## src/rtl/fir_decim_pkg.sv

```systemverilog
`default_nettype none
// ============================================================================
// fir_decim_pkg - shared types and width/rounding helpers for fir_decim_mc
// Revision: 1.0
// ============================================================================
package fir_decim_pkg;

  function automatic int clog2(input int v);
    int r;
    r = 0;
    while ((1 << r) < v) r = r + 1;
    return r;
  endfunction

  typedef enum logic [1:0] {
    S_IDLE  = 2'd0,
    S_RUN   = 2'd1,
    S_FLUSH = 2'd2,
    S_OUT   = 2'd3
  } state_t;

  function automatic int acc_width(input int dw, input int cw, input int nt);
    return dw + cw + clog2(nt);
  endfunction

  // Room for N_TAPS history plus the DECIM-1 samples that may arrive mid-pass.
  function automatic int depth_of(input int nt, input int dec);
    return 1 << clog2(nt + dec);
  endfunction

  function automatic logic signed [63:0] round_sat(input logic signed [63:0] acc,
                                                   input int shift, input int out_w);
    logic signed [63:0] r;
    logic signed [63:0] max_v;
    logic signed [63:0] min_v;
    r = acc;
    if (shift > 0) r = r + (64'sd1 <<< (shift - 1));
    r = r >>> shift;
    max_v = (64'sd1 <<< (out_w - 1)) - 64'sd1;
    min_v = -(64'sd1 <<< (out_w - 1));
    if (r > max_v) r = max_v;
    else if (r < min_v) r = min_v;
    return r;
  endfunction

endpackage
`default_nettype wire

```

## src/rtl/fir_tap_ram.sv

```systemverilog
`default_nettype none
// ============================================================================
// fir_tap_ram - one-write / one-registered-read delay-line RAM, cleared on reset
// Revision: 1.0
// ============================================================================
module fir_tap_ram #(
  parameter int W     = 12,
  parameter int DEPTH = 64,
  parameter int AW    = 6
) (
  input  logic          clk,
  input  logic          rst_n,
  input  logic          wr_en_i,
  input  logic [AW-1:0] wr_addr_i,
  input  logic [W-1:0]  wr_data_i,
  input  logic [AW-1:0] rd_addr_i,
  output logic [W-1:0]  rd_data_o
);

  logic [W-1:0] mem_q [DEPTH];
  logic [W-1:0] rd_data_q;

  always_ff @(posedge clk or negedge rst_n) begin
    if (!rst_n) begin
      for (int i = 0; i < DEPTH; i++) mem_q[i] <= '0;
      rd_data_q <= '0;
    end else begin
      if (wr_en_i) mem_q[wr_addr_i] <= wr_data_i;
      rd_data_q <= mem_q[rd_addr_i];
    end
  end

  assign rd_data_o = rd_data_q;

endmodule
`default_nettype wire

```

## src/rtl/fir_decim_mc.sv

```systemverilog
`default_nettype none
// ============================================================================
// fir_decim_mc - multi-channel decimating FIR, one time-shared MAC
// Revision: 1.0
// ============================================================================
module fir_decim_mc
  import fir_decim_pkg::*;
#(
  parameter int DATA_W   = 12,
  parameter int COEF_W   = 16,
  parameter int N_TAPS   = 32,
  parameter int DECIM    = 4,
  parameter int CHANNELS = 2,
  parameter int OUT_W    = 16,
  parameter int SHIFT    = 15
) (
  input  logic                         clk,
  input  logic                         rst_n,
  input  logic                         in_valid,
  output logic                         in_ready,
  input  logic [CHANNELS*DATA_W-1:0]   in_data,
  output logic                         out_valid,
  output logic [CHANNELS*OUT_W-1:0]    out_data,
  input  logic                         coef_we,
  input  logic [clog2(N_TAPS)-1:0]     coef_addr,
  input  logic [COEF_W-1:0]            coef_data,
  output logic                         coef_ready,
  output logic                         busy
);

  localparam int ACC_W = acc_width(DATA_W, COEF_W, N_TAPS);
  localparam int DEPTH = depth_of(N_TAPS, DECIM);
  localparam int AW    = clog2(DEPTH);
  localparam int TAP_W = clog2(N_TAPS);
  localparam int CH_W  = (CHANNELS > 1) ? clog2(CHANNELS) : 1;
  localparam int PH_W  = (DECIM > 1) ? clog2(DECIM) : 1;
  localparam int P_W   = DATA_W + COEF_W;
  localparam logic signed [COEF_W-1:0] COEF0_RST =
    (SHIFT >= COEF_W - 1) ? {1'b0, {(COEF_W-1){1'b1}}} : COEF_W'(1 << SHIFT);

  state_t                    state_q;
  logic                      pend_q;
  logic [PH_W-1:0]           phase_q;
  logic [AW-1:0]             wr_ptr_q;
  logic [AW-1:0]             base_q;
  logic [TAP_W-1:0]          tap_q;
  logic [CH_W-1:0]           ch_q;
  logic                      flush_q;
  logic signed [COEF_W-1:0]  coef_q [N_TAPS];
  logic                      s1_vld_q, s1_first_q;
  logic [CH_W-1:0]           s1_ch_q;
  logic signed [COEF_W-1:0]  s1_coef_q;
  logic                      s2_vld_q, s2_first_q;
  logic [CH_W-1:0]           s2_ch_q;
  logic signed [P_W-1:0]     prod_q, prod_d;
  logic signed [ACC_W-1:0]   acc_q [CHANNELS];
  logic                      out_valid_q;
  logic [CHANNELS*OUT_W-1:0] out_data_q;
  logic [DATA_W-1:0]         rd_data [CHANNELS];
  logic                      accept, trigger, last_phase;
  logic [AW-1:0]             rd_addr;

  // pend_q covers the one cycle between trigger and RUN so DECIM=1 cannot double-trigger.
  assign busy       = (state_q != S_IDLE);
  assign last_phase = (phase_q == PH_W'(DECIM - 1));
  assign in_ready   = !((busy || pend_q) && last_phase);
  assign coef_ready = !busy;
  assign accept     = in_valid && in_ready;
  assign trigger    = accept && last_phase;
  assign rd_addr    = base_q - AW'(tap_q);
  assign prod_d     = P_W'($signed(rd_data[s1_ch_q])) * P_W'(s1_coef_q);
  assign out_valid  = out_valid_q;
  assign out_data   = out_data_q;

  generate
    for (genvar c = 0; c < CHANNELS; c++) begin : g_line
      fir_tap_ram #(.W(DATA_W), .DEPTH(DEPTH), .AW(AW)) u_line (
        .clk       (clk),
        .rst_n     (rst_n),
        .wr_en_i   (accept),
        .wr_addr_i (wr_ptr_q),
        .wr_data_i (in_data[c*DATA_W +: DATA_W]),
        .rd_addr_i (rd_addr),
        .rd_data_o (rd_data[c])
      );
    end
  endgenerate

  always_ff @(posedge clk or negedge rst_n) begin
    if (!rst_n) begin
      phase_q  <= '0;
      wr_ptr_q <= '0;
      base_q   <= '0;
      pend_q   <= 1'b0;
    end else begin
      if (accept) begin
        wr_ptr_q <= wr_ptr_q + AW'(1);
        phase_q  <= last_phase ? '0 : phase_q + PH_W'(1);
      end
      if (trigger) begin
        base_q <= wr_ptr_q;
        pend_q <= 1'b1;
      end else if (state_q == S_IDLE) begin
        pend_q <= 1'b0;
      end
    end
  end

  always_ff @(posedge clk or negedge rst_n) begin
    if (!rst_n) begin
      for (int k = 0; k < N_TAPS; k++) coef_q[k] <= (k == 0) ? COEF0_RST : '0;
    end else if (coef_we && coef_ready) begin
      coef_q[coef_addr] <= coef_data;
    end
  end

  // Read -> multiply -> accumulate; the first tap of a channel reloads its accumulator.
  always_ff @(posedge clk or negedge rst_n) begin
    if (!rst_n) begin
      s1_vld_q   <= 1'b0;
      s1_first_q <= 1'b0;
      s1_ch_q    <= '0;
      s1_coef_q  <= '0;
      s2_vld_q   <= 1'b0;
      s2_first_q <= 1'b0;
      s2_ch_q    <= '0;
      prod_q     <= '0;
      for (int c = 0; c < CHANNELS; c++) acc_q[c] <= '0;
    end else begin
      s1_vld_q   <= (state_q == S_RUN);
      s1_first_q <= (tap_q == '0);
      s1_ch_q    <= ch_q;
      s1_coef_q  <= coef_q[tap_q];
      s2_vld_q   <= s1_vld_q;
      s2_first_q <= s1_first_q;
      s2_ch_q    <= s1_ch_q;
      prod_q     <= prod_d;
      if (s2_vld_q)
        acc_q[s2_ch_q] <= s2_first_q ? ACC_W'(prod_q) : acc_q[s2_ch_q] + ACC_W'(prod_q);
    end
  end

  always_ff @(posedge clk or negedge rst_n) begin
    if (!rst_n) begin
      state_q     <= S_IDLE;
      tap_q       <= '0;
      ch_q        <= '0;
      flush_q     <= 1'b0;
      out_valid_q <= 1'b0;
      out_data_q  <= '0;
    end else begin
      out_valid_q <= 1'b0;
      case (state_q)
        S_IDLE: begin
          if (pend_q) begin
            state_q <= S_RUN;
            tap_q   <= '0;
            ch_q    <= '0;
          end
        end
        S_RUN: begin
          if (tap_q == TAP_W'(N_TAPS - 1)) begin
            tap_q <= '0;
            if (ch_q == CH_W'(CHANNELS - 1)) begin
              state_q <= S_FLUSH;
              flush_q <= 1'b0;
            end else begin
              ch_q <= ch_q + CH_W'(1);
            end
          end else begin
            tap_q <= tap_q + TAP_W'(1);
          end
        end
        S_FLUSH: begin
          if (flush_q) state_q <= S_OUT;
          else flush_q <= 1'b1;
        end
        S_OUT: begin
          out_valid_q <= 1'b1;
          for (int c = 0; c < CHANNELS; c++)
            out_data_q[c*OUT_W +: OUT_W] <= OUT_W'(round_sat(64'(acc_q[c]), SHIFT, OUT_W));
          state_q <= S_IDLE;
        end
        default: state_q <= S_IDLE;
      endcase
    end
  end

endmodule
`default_nettype wire

```

## config.mk

```make
export PLATFORM = sky130hd
export DESIGN_NAME = fir_decim_mc
export DESIGN_NICKNAME = d
export VERILOG_FILES = /design/src/rtl/fir_decim_pkg.sv /design/src/rtl/fir_tap_ram.sv /design/src/rtl/fir_decim_mc.sv
export SDC_FILE = /design/constraint.sdc
export NUM_CORES = 2
export LEC_CHECK = 0
export BUFFER_PORTS_ARGS = -buffer_cell sky130_fd_sc_hd__buf_2
export CAP_MARGIN = 30
export CORE_UTILIZATION = 37
export DETAILED_ROUTE_END_ITERATION = 10
export PLACE_DENSITY = 0.57
export REMOVE_ABC_BUFFERS = 1
export SLEW_MARGIN = 20
export SYNTH_ARGS = -nofsm -noshare
export SYNTH_HDL_FRONTEND = slang
export SYNTH_SLANG_ARGS = --single-unit
```

## constraint.sdc

```tcl
create_clock -name clk -period 12.4 [get_ports clk]
set_input_delay 1.24 -clock clk [delete_from_list [all_inputs] [get_ports clk]]
set_output_delay 1.24 -clock clk [all_outputs]
set_load 0.01 [all_outputs]
```

Yosys cells after proc, flatten, opt, wreduce, memory -nomap -nowiden. Cells that the tools add are included.

Bits in latches: 0. Bits in writable memories: 0. Bits in read-only memories: 0. Input bits: 49. Memories kept: 0. Register bits: 2245.

Bitwise operators: 6. Multiplexer cells: 51. Div/mod/pow operators: 0. Add/sub/neg operators: 8. Multiply operators: 1. Reductions and logical operators: 20. $lt $le $gt $ge: 13. Shift operators: 0. Equal/unequal tests: 9.

Operators with widths (count): bitwise mux 768 bit (2); bitwise mux 512 bit (1); two-way mux 33 bit (5); binary-select mux 12 bit (select 6 bit) (2); two-way mux 64 bit (2); two-way mux 16 bit (7); greater-than comparator 49 x 16 -> 1 bit (second input constant) (2); less-than comparator 49 x 16 -> 1 bit (second input constant) (2); two-way mux 12 bit (8); binary-select mux 16 bit (select 5 bit) (1); demux 16 bit (select 5 bit) (1); demux 12 bit (select 6 bit) (1); adder 33 x 16 -> 34 bit (second input constant) (2); bitwise mux 66 bit (1); adder 33 x 28 -> 33 bit (1); demux 33 bit (select 1 bit) (1); multiplier 12 x 16 -> 28 bit (1); >= comparator 7 bit (second input constant) (2); inverter 6 -> 7 bit (2); >= comparator 6 bit (second input constant) (2); inverter 5 -> 6 bit (2); two-way mux 2 bit (5); two-way mux 5 bit (2); case mux 5 bit (2 select lines) (1); 27 further kinds (52).

Logic depth before layout (Yosys ltp).
Depth after elaboration: 7. Mapped depth: 25. Gate-level depth less buffers: 23.

Hierarchy. Synthesis repeated with hierarchy kept, for this count alone.

Cell total of the unflattened synthesis: 7701. Area, all modules: 110836.3 um^2.

By module, submodules not included: fir_tap_ram (times used 2, area an instance 35631.7 um^2, cells an instance 2260); fir_decim_mc (times used 1, area an instance 39573.0 um^2, cells an instance 3181).

Worst setup path after synthesis. No wires, ideal clock.

Kind: reg-to-reg. Start: register s1_ch_q. End: register prod_q[24]. Arrival time: 6.054 ns. Slack: 6.222 ns. Period minus slack after synthesis: 6.178 ns. Buffers on the path: 2. Stages on the path, launching flop included: 21. Library setup time: 0.123 ns. Cells stage by stage: dfrtp_1 > buf_1 > mux2i_1 > clkbuf_1 > nor2_1 > fa_1 > fa_1 > fa_1 > fa_1 > inv_1 > fa_1 > inv_1 > ha_1 > a2111o_1 > o2111ai_1 > a21boi_0 > o21ai_0 > a21boi_0 > o2111ai_1 > nand2_1 > xor2_1.

Longest elaborated chain between the ends: 5.

Ends and longest elaborated chain: from (decl) (RTL line fir_decim_mc.sv:51) `logic [CH_W-1:0] s1_ch_q;`; from (signal assigned) (RTL line fir_decim_mc.sv:132) `s1_ch_q <= ch_q;`; inverter 1 -> 2 bit (implied by the code) (RTL line fir_decim_mc.sv:71) `assign prod_d = P_W'($signed(rd_data[s1_ch_q])) * P_W'(s1_coef_q);`; two-way mux 12 bit (implied by the code) (3 in series) (RTL line fir_decim_mc.sv:71); multiplier 12 x 16 -> 28 bit (RTL line fir_decim_mc.sv:71); net prod_d[24] (RTL line fir_decim_mc.sv:55) `logic signed [P_W-1:0] prod_q, prod_d;`; to (signal assigned) (RTL line fir_decim_mc.sv:137) `prod_q <= prod_d;`; to (decl) (RTL line fir_decim_mc.sv:55).

The timed path passes the listed nets, and every way through them passes these cells. The select of a mux whose other input is x is not followed. A chain may end at the register's enable or synchronous reset.

Worst setup path in the final report.
Start: register s1_ch_q. End: register prod_q[26].

The elaborated chain is that of the path after synthesis.

==> run_results.csv <==
group,metric,value,unit
status,status,"finished, violations left",
status,violations,"design-rule violations",
clocking,htree_levels,4,
synth,synth_warnings,0,
timing,fin_skew,120,ps
die,boundaryPins,85,
timing,finalHoldViolCount,0,
worst_setup_path,crit_path_max_fanout,16,
placement,hpwl,165000,um
worst_setup_path,cp_common_cell,"fa_1",
global_route,grt_max_degree,175,
synth,ys_ff_latch,2245,
placement,postPlaceCellArea,114000,um^2
clocking,path_clk_slew,60,ps
clocking,cts_root_buf,"clkbuf_16",
placement,dp.cells,10935,
die,die_area,298000,um^2
route,drc,12,
worst_setup_path,critPathMaxStageDelay,680,ps
worst_setup_path,crit_chain,"mux2_2 > nand2_1 > fa_1 > fa_1 > fa_1 > inv_1 > fa_1 > inv_1 > fa_1 > inv_1 > ha_1 > a21o_1 > a31oi_1 > a31oi_1 > o2111ai_1 > a21boi_0 > o21ai_0 > a21boi_0 > nand2b_1 > a21oi_1 > xnor2_1",
synth,syn_inst,7370,
die,die_h,546,um
timing,rsz0062_at_grt,"no",
route,wl,282000,um
timing,setup_violations,0,
route,drtIter0Drc,3838,
layout,drive_above_1_share,46.9,%
worst_setup_path,critical_path_class,"reg -> reg",
route,ant_nets,0,
worst_hold_path,hp-class,"in -> async",
die,rows,199,
synth,async_reset_ff_share,100,%
pwr,p_leak,57.5,nW
timing,holdWs,351,ps
global_route,grt_pass1_wl,436000,um
timing,drv_slew,0,
synth,synth-main-ff-cell,"dfrtp_1",
clocking,post-cts-setup-buffers,0,
global_route,grtUsageTotal,19.2,%
die,die_w,546,um
layout,nets,7601,
pwr,powerDensity,193,nW/um^2
clocking,clk-insertion-delay-late,930,ps
worst_setup_path,end_kind,"flop",
layout,fill_cells,26639,
route,viasPerCell,5.41,
timing,timing.final.crit_share,53.7,%
worst_setup_path,crit_slowest_cell,"dfrtp_1",
clocking,cts_tree,"built",
layout,multi_input_area,50100,um^2
global_route,gr-total-overflow,0,
clocking,cts_made_buffers,242,
pwr,peakVddDrop,177,uV
layout,regArea,56200,um^2
worst_setup_path,cp_num_buf_inv,3,
timing,worstMarginPinSlew,1040,ps
route,drt_first_pass_iters,10,
layout,utilization,41.7,%
timing,max_freq,0.150,GHz
timing,setup-tns-final,0,ps
clocking,cts.repair.resized,0,
synth,syn-cell-area,109000,um^2
layout,final_area,123000,um^2
route,num_vias,61641,
placement,portBuffers,84,
layout,fin_cells,11386,
worst_setup_path,cp-start-kind,"flop",
synth,synth-edff-count,0,
placement,place.gp.congestion,0.804,
synth,yosysSeqAreaShare,51.4,%
clocking,clk_path_buf_depth,4,
worst_setup_path,cp_top_family,"adder cells",
clocking,clkSinkCount,2245,
synth,yosysUniqueCellTypes,71,
die,initial_core_util,37.2,%
clocking,ctsHoldBuffers,0,
timing,min_period,6650,ps
job,maxCapViolations,0,
worst_setup_path,cp.required,13130,ps
die,core_area,294000,um^2
layout,synthToLayoutAreaGrowth,12.2,%
global_route,antenna_found_initial,20,
route,wl_per_cell,24.8,um
synth,syn_area_per_cell,14.8,um^2
timing,slew_headroom,30.2,%
worst_setup_path,arrival,7390,ps
global_route,grt_pass1_vias,67404,
metrics by stage:
step	total power [W]	worst slack (ps)
3_3_place_gp	0.0162	5550
2_1_floorplan	0.0148	-8580
6_report	0.0236	5750
4_1_cts	0.0239	5780
5_1_grt	0.0248	5370
3_5_place_dp	0.0164	5860
synth_stat cells (all sizes together) (14+ instances only):
library cell / number / share of area, %
nand2: 332 / 1.1
ha: 107 / 1.2
a21o: 23 / 0.16
dfrtp: 2230 / 51
a31oi: 15 / 0.10
o21a: 14 / 0.096
xor2: 40 / 0.32
a21oi: 102 / 0.47
nand3: 34 / 0.16
mux2: 2094 / 22
dfstp: 15 / 0.36
xnor2: 52 / 0.42
buf: 136 / 0.52
nand2b: 19 / 0.11
mux2i: 35 / 0.32
inv: 257 / 0.88
and2: 46 / 0.26
nor3: 19 / 0.087
nor2: 159 / 0.55
mux4: 640 / 13
o21ai: 93 / 0.43
o22a: 28 / 0.22
fa: 180 / 3.3
a211oi: 28 / 0.19
clkbuf: 495 / 1.7
nor2b: 61 / 0.36
layout by cell type, fill, tap and decap left out, types with 23 or more instances in the layout:
| cell type | n |
|---|---|
| o21ai_0 | 93 |
| a21oi_1 | 102 |
| nor2b_1 | 56 |
| clkbuf_8 | 57 |
| ha_1 | 106 |
| buf_4 | 169 |
| nand3_1 | 34 |
| a21o_1 | 23 |
| xor2_1 | 40 |
| nor2_4 | 31 |
| clkinv_2 | 38 |
| mux4_2 | 640 |
| fa_1 | 179 |
| and2_1 | 44 |
| clkbuf_1 | 62 |
| nor2_1 | 112 |
| buf_2 | 83 |
| a211oi_1 | 28 |
| mux2i_1 | 34 |
| clkbuf_16 | 242 |
| mux2_2 | 2094 |
| nand2_1 | 331 |
| dfrtp_1 | 2225 |
| inv_1 | 256 |
| xnor2_1 | 48 |
| o22a_1 | 28 |
kinds of logic after synthesis:
logic type	after synthesis	synth area share, %
mux	2769	35.1
flops	2245	51.4
buf+inv	889	3.10
simple gates	741	3.12
compound gates	347	2.02
fa+ha+maj	287	4.52
xor+xnor	92	0.737
power breakdown:
group          total, W  leakage [nW]  switching [W]  internal (W)
clock           0.00742          4.00        0.00303       0.00438
sequential      0.00945          30.5       0.000759       0.00869
combinational   0.00675          23.0        0.00359       0.00316
total            0.0236          57.5        0.00738        0.0162
path summary, 6_finish.rpt:
check,startpoint,slack (ps),end,cells past startpoint
worst max-delay path,s1_ch_q$_DFF_PN0_,5750,prod_q[26]$_DFF_PN0_,21
worst min-delay path,rst_n,350,g_line[1].u_line.mem_q[104]$_DFFE_PN0P_,1
max in group asynchronous,rst_n,9020,tap_q[0]$_DFFE_PN0P_,4
min in group clk,s1_vld_q$_DFF_PN0_,350,s2_vld_q$_DFF_PN0_,0
worst max register to register,s1_ch_q$_DFF_PN0_,5750,prod_q[26]$_DFF_PN0_,21
worst min register to register,s1_vld_q$_DFF_PN0_,350,s2_vld_q$_DFF_PN0_,0
sequential cells by signal (all words and copies together) (netlist names), 2 cells and up:
signal,cells
acc_q,66
base_q,6
coef_q,512
g_line.u_line.mem_q,1536
g_line.u_line.rd_data_o,24
out_data,32
phase_q,2
prod_q,28
s1_coef_q,16
state_q,2
tap_q,5
wr_ptr_q,6
metal layers:
layer	global-route usage [%]	wire (um)
met3	2.60	11100
met1	26.0	125000
met2	32.1	138000
met4	5.40	7860
met5	0	82
area by class of cell:
class,instances,area share [%]
diodes,8,0.0163
multi-input cells,4236,40.8
flip-flops and latches,2245,45.9
clock buffers,361,5.77
well taps,3919,4.00
inverters,258,0.790
repair buffers,282,1.86
clock inverters,77,0.863
Note: power is estimated with default switching activity, not from simulation.
